--- src/rtl/dp_ram_port_arbiter.sv ---
// Round-robin arbiter sharing one dp_ram port between NUM_REQ requesters, with a tag pipe routing read data back.
// Optional feature: define RAM_ARB_LOCK_EN to let a requester hold the grant across beats via REQ_LOCK.
module dp_ram_port_arbiter #(
   parameter int  NUM_REQ    = 4,
   parameter int  DATA_WIDTH = 32,
   parameter int  DEPTH      = 12,
   parameter int  RD_LATENCY = 1,
   localparam int ADDR_WIDTH = $clog2(DEPTH),
   localparam int WE_WIDTH   = DATA_WIDTH / 8,
   localparam int IDX_WIDTH  = $clog2(NUM_REQ)
) (
   input  logic                             CLK,
   input  logic                             RST,
   input  logic [NUM_REQ-1:0]               REQ_VALID,
   output logic [NUM_REQ-1:0]               REQ_READY,
   input  logic [NUM_REQ*ADDR_WIDTH-1:0]    REQ_ADDR,
   input  logic [NUM_REQ*DATA_WIDTH-1:0]    REQ_WDATA,
   input  logic [NUM_REQ*WE_WIDTH-1:0]      REQ_WE,
   input  logic [NUM_REQ-1:0]               REQ_LOCK,
   output logic [NUM_REQ-1:0]               RSP_VALID,
   output logic [DATA_WIDTH-1:0]            RSP_RDATA,
   output logic [ADDR_WIDTH-1:0]            RAM_ADDR,
   output logic [DATA_WIDTH-1:0]            RAM_WDATA,
   output logic [WE_WIDTH-1:0]              RAM_WE,
   input  logic [DATA_WIDTH-1:0]            RAM_RDATA,
   output logic [IDX_WIDTH-1:0]             GRANT_IDX,
   output logic [1:0]                       dbg_state
);

   // Command handshake: a beat transfers in a cycle where REQ_VALID[i] & REQ_READY[i]; the requester
   // holds its fields stable while VALID=1 and READY=0. Responses are one-cycle strobes with no backpressure.

   typedef enum logic [1:0] {
      ST_IDLE   = 2'd0,
      ST_ARB    = 2'd1,
      ST_LOCKED = 2'd2
   } state_t;

   state_t                 state;
   logic [IDX_WIDTH-1:0]   rr_ptr;
   logic                   hi_found, lo_found, win_found, accept, any_valid;
   logic [IDX_WIDTH-1:0]   hi_idx, lo_idx, win_idx, next_ptr;
   logic [ADDR_WIDTH-1:0]  win_addr;
   logic [DATA_WIDTH-1:0]  win_wdata;
   logic [WE_WIDTH-1:0]    win_we;
   logic                   tag_v   [0:RD_LATENCY];
   logic [IDX_WIDTH-1:0]   tag_idx [0:RD_LATENCY];

`ifdef RAM_ARB_LOCK_EN
   logic                   win_lock;
   logic [IDX_WIDTH-1:0]   lock_idx;
`else
   logic                   unused_lock;
   assign unused_lock = ^REQ_LOCK;
`endif

   assign any_valid = |REQ_VALID;
   assign accept    = win_found;
   assign next_ptr  = (win_idx == IDX_WIDTH'(NUM_REQ - 1)) ? '0 : win_idx + IDX_WIDTH'(1);
   assign dbg_state = state;

   // Lowest valid index at/after the pointer wins; otherwise the lowest valid index below it (wrap).
   always_comb begin
      hi_found = 1'b0;
      lo_found = 1'b0;
      hi_idx   = '0;
      lo_idx   = '0;
      for (int i = NUM_REQ - 1; i >= 0; i--) begin
         if (REQ_VALID[i]) begin
            if (IDX_WIDTH'(i) >= rr_ptr) begin
               hi_found = 1'b1;
               hi_idx   = IDX_WIDTH'(i);
            end else begin
               lo_found = 1'b1;
               lo_idx   = IDX_WIDTH'(i);
            end
         end
      end
      win_found = hi_found | lo_found;
      win_idx   = hi_found ? hi_idx : lo_idx;
`ifdef RAM_ARB_LOCK_EN
      if (state == ST_LOCKED) begin
         win_found = 1'b0;
         for (int i = 0; i < NUM_REQ; i++) begin
            if (IDX_WIDTH'(i) == lock_idx) win_found = REQ_VALID[i];
         end
         win_idx = lock_idx;
      end
`endif
      for (int i = 0; i < NUM_REQ; i++) begin
         REQ_READY[i] = win_found && (win_idx == IDX_WIDTH'(i));
      end
   end

   always_comb begin
      win_addr  = '0;
      win_wdata = '0;
      win_we    = '0;
`ifdef RAM_ARB_LOCK_EN
      win_lock  = 1'b0;
`endif
      for (int i = 0; i < NUM_REQ; i++) begin
         if (win_idx == IDX_WIDTH'(i)) begin
            win_addr  = REQ_ADDR[i*ADDR_WIDTH +: ADDR_WIDTH];
            win_wdata = REQ_WDATA[i*DATA_WIDTH +: DATA_WIDTH];
            win_we    = REQ_WE[i*WE_WIDTH +: WE_WIDTH];
`ifdef RAM_ARB_LOCK_EN
            win_lock  = REQ_LOCK[i];
`endif
         end
      end
   end

   always_ff @(posedge CLK) begin
      if (RST) begin
         state     <= ST_IDLE;
         rr_ptr    <= '0;
         RAM_ADDR  <= '0;
         RAM_WDATA <= '0;
         RAM_WE    <= '0;
         GRANT_IDX <= '0;
`ifdef RAM_ARB_LOCK_EN
         lock_idx  <= '0;
`endif
         for (int s = 0; s <= RD_LATENCY; s++) begin
            tag_v[s]   <= 1'b0;
            tag_idx[s] <= '0;
         end
      end else begin
         RAM_WE <= '0;
         if (accept) begin
            RAM_ADDR  <= win_addr;
            RAM_WDATA <= win_wdata;
            RAM_WE    <= win_we;
            GRANT_IDX <= win_idx;
            rr_ptr    <= next_ptr;
         end
         // Stage k holds reads accepted k+1 cycles ago; the last stage lines up with RAM_RDATA.
         tag_v[0]   <= accept && (win_we == '0);
         tag_idx[0] <= win_idx;
         for (int s = 1; s <= RD_LATENCY; s++) begin
            tag_v[s]   <= tag_v[s-1];
            tag_idx[s] <= tag_idx[s-1];
         end
`ifdef RAM_ARB_LOCK_EN
         if (accept && win_lock) begin
            state    <= ST_LOCKED;
            lock_idx <= win_idx;
         end else if (state == ST_LOCKED) begin
            state <= accept ? ST_ARB : ST_LOCKED;
         end else begin
            state <= any_valid ? ST_ARB : ST_IDLE;
         end
`else
         state <= any_valid ? ST_ARB : ST_IDLE;
`endif
      end
   end

   always_comb begin
      RSP_VALID = '0;
      RSP_RDATA = '0;
      if (tag_v[RD_LATENCY]) begin
         RSP_RDATA = RAM_RDATA;
         for (int i = 0; i < NUM_REQ; i++) begin
            RSP_VALID[i] = (tag_idx[RD_LATENCY] == IDX_WIDTH'(i));
         end
      end
   end

endmodule

--- config.mk ---
export PLATFORM = sky130hd
export DESIGN_NAME = dp_ram_port_arbiter
export DESIGN_NICKNAME = d
export VERILOG_FILES = /design/src/rtl/dp_ram_port_arbiter.sv
export SDC_FILE = /design/constraint.sdc
export NUM_CORES = 1
export LEC_CHECK = 0
export ABC_AREA = 1
export BUFFER_PORTS_ARGS = -buffer_cell sky130_fd_sc_hd__clkbuf_2
export CAP_MARGIN = 20
export CORE_AREA = 2 2 112 114
export CTS_CLUSTER_DIAMETER = 100
export DETAILED_ROUTE_END_ITERATION = 7
export DIE_AREA = 0 0 114 116
export PLACE_DENSITY = 0.6
export REMOVE_ABC_BUFFERS = 1
export SLEW_MARGIN = 10
export SYNTH_ARGS = -nofsm -noshare
export SYNTH_HDL_FRONTEND = slang
export SYNTH_SLANG_ARGS = --single-unit
--- constraint.sdc ---
create_clock -name CLK -period 4.1 [get_ports CLK]
set_input_delay 0 -clock CLK [delete_from_list [all_inputs] [get_ports CLK]]
set_output_delay 0 -clock CLK [all_outputs]
set_load 0.005 [all_outputs]
==> metrics.txt <==
status=completed; Max transition margin=31.10%; final worst path period share=66.12%; GPL Wtd Cong=0.7352; static leakage=2.855 nW; WHS=3.177 ps; Post-Layout Cell Count=931; RSZ-0062 raised after global routing=false; crit path DAT=2950 ps; CTS tree=done; clk_lat worst skew=290 ps; setup bufs post-CTS=0; largest cells by area after synthesis=dfxtp_1 31%, a21oi_1 17%, nand2_1 14%; area delta synth->final=53.94%; Avg WL per Cell=14.07 um; WS Path Type=reg -> reg; ANT nets after route=0; I/O pins=286; Final setup viols=0; placed insts=896; final hold violation count=0; Num CTS Buffers=5; synthesized cell area=0.003306 mm^2; Async S/R FF share, synth=0%; Post-synth EDFFs=0; share of the synthesized area in the top cell type=30.89%; clk root buf=clkbuf_16; CTS H-tree depth=2; clk slew on worst S/H paths=70 ps; Synth cell types=28; antenna violations before repair=0; Power Total=2.013 mW; vias in the first global route=4063; Critical Path RT=4340 ps; MaxCap Viol Count=0; fillers=1279; post-DR vias/cell=4.693; final WL=13.10 mm; Final #Nets=989; Die W=114 um; CP Capture Type=flip-flop; worst slack, placed=1864 ps; Main synth FF type=dfxtp_1; syn avg cell area=6.520 um^2; cts hold-fix bufs=27; first-pass GRT wire length=19.87 mm; CP Launch Type=flip-flop; final instance area=0.005089 mm^2; clock skew=4.435 ps; die area=0.01322 mm^2; Max Buffers Root-to-Sink=2; drt pass-1 iters=4; total number of vias=4369; post-route DRC violation count=0; pin count of the biggest net entering global routing=46; Max Freq=0.3689 GHz; VDD IR max=178.3 uV; Die H=116 um; diode count=0; Iter 0 DRT Violations=177; Starting Density=27.75%; utilization after layout=42.72%; Core Region=0.01191 mm^2; setup tns final=0 ps; gr usage total=18.79%; Clock Sinks=51; post-synthesis instance total=507; share of layout cells above drive strength 1=40.05%; Site Rows=40; grt total ovfl=0; HP Class=in -> reg; #FFs+latches synth=51; Seq/Total Area, Yosys=30.89%; IO buf count=280; Worst Slack Setup Final=1389 ps; Worst-Margin Slew=1032 ps; Synth area leader=dfxtp_1; HPWL after DPL=9.245 mm; yosys warns=0; pwr dens=395.5 mW/mm^2; max-slew violations=0; Critical Path Fanout Max=17; Resized cells post-CTS=0; Period minus WS final=2711 ps; Placed Area=0.004649 mm^2
-- cells in the mapped netlist (4+ instances only) --
cell type  instances
nor3_1             4
buf_4             11
nor2_1            27
nand2_1          121
o21ai_1           15
a21oi_1          115
inv_1             45
ha_1               4
o211ai_1          36
buf_6              9
o21ai_0           22
buf_2             12
clkbuf_1          10
dfxtp_1           51
-- routing by layer --
layer  up-vias  part of all wire [%]  track usage (%)
met5         -                     0                0
li1       2235                     -                -
met1      1924                    40            20.76
met4         0                   1.1            4.715
met3        12                   8.3            4.550
met2       198                    51            36.03
-- worst max-delay path, stage by stage, from the launching register on --
cell	delay, ps
dfxtp_1	400
nand2_2	90
a21oi_2	160
nand3_1	100
nand2_2	130
inv_1	80
ha_2	200
nor2_4	240
buf_4	280
nand2_1	70
nand2_1	70
o211ai_1	80
a21oi_1	170
dlygate4sd3_1	560
-- logic make-up after synthesis --
kind of cell / count (synthesis) / synth area share [%]
simple gates: 162 / 19.38
fa+ha+maj: 4 / 1.514
other cells: 1 / 0.1134
buf+inv: 93 / 14.46
flops: 51 / 30.89
compound gates: 196 / 33.65
-- cell type report --
type	count	area, um^2	share of cell area (%)
Clock buffer	5	125.1	2.459
Clock inverter	3	43.79	0.8606
Inverter	50	191.4	3.762
Multi-Input combinational cell	363	1814	35.65
Sequential cell	51	1021	20.06
Tap cell	147	183.9	3.614
Timing Repair Buffer	312	1709	33.59
-- cells in the final DEF (no fill, tap or decap), drive strengths merged --
cell and instances:
clkbuf 285, nand2 124, a21oi 118, dfxtp 51
inv 49, o21ai 37, o211ai 36, nor2 30
dlygate4sd3 27, buf 5, nor3 4, ha 4
nand3 3, clkinv 3, a22oi 2, a21boi 2
nand3b 1, o21a 1, conb 1, bufinv 1
-- power by group --
part,switching [mW],internal [mW]
clock network,0.194,0.288
logic,0.494,0.384
registers,0.0575,0.596
-- state kept, by name, indices dropped and copies added, names as in the netlist --
name / flops
RAM_WDATA: 32
RAM_ADDR: 4
RAM_WE: 4
tag_idx: 4
GRANT_IDX: 2
rr_ptr: 2
tag_v: 2
dbg_state: 1
-- path summary, 6_finish.rpt --
path                                               start                    endpoint  slack (ps)  cells past startpoint
worst max-delay path              rr_ptr[1]$_SDFFE_PP0N_  RAM_WDATA[30]$_SDFFE_PP0N_        1390                     13
worst min register to register  tag_idx[0][0]$_SDFF_PP0_    tag_idx[0][2]$_SDFF_PP0_         410                      2
worst max register to register    rr_ptr[1]$_SDFFE_PP0N_  RAM_WDATA[30]$_SDFFE_PP0N_        1390                     13
worst min-delay path                       REQ_WDATA[79]  RAM_WDATA[15]$_SDFFE_PP0N_           3                      3
(Power assumes the default switching activity.)
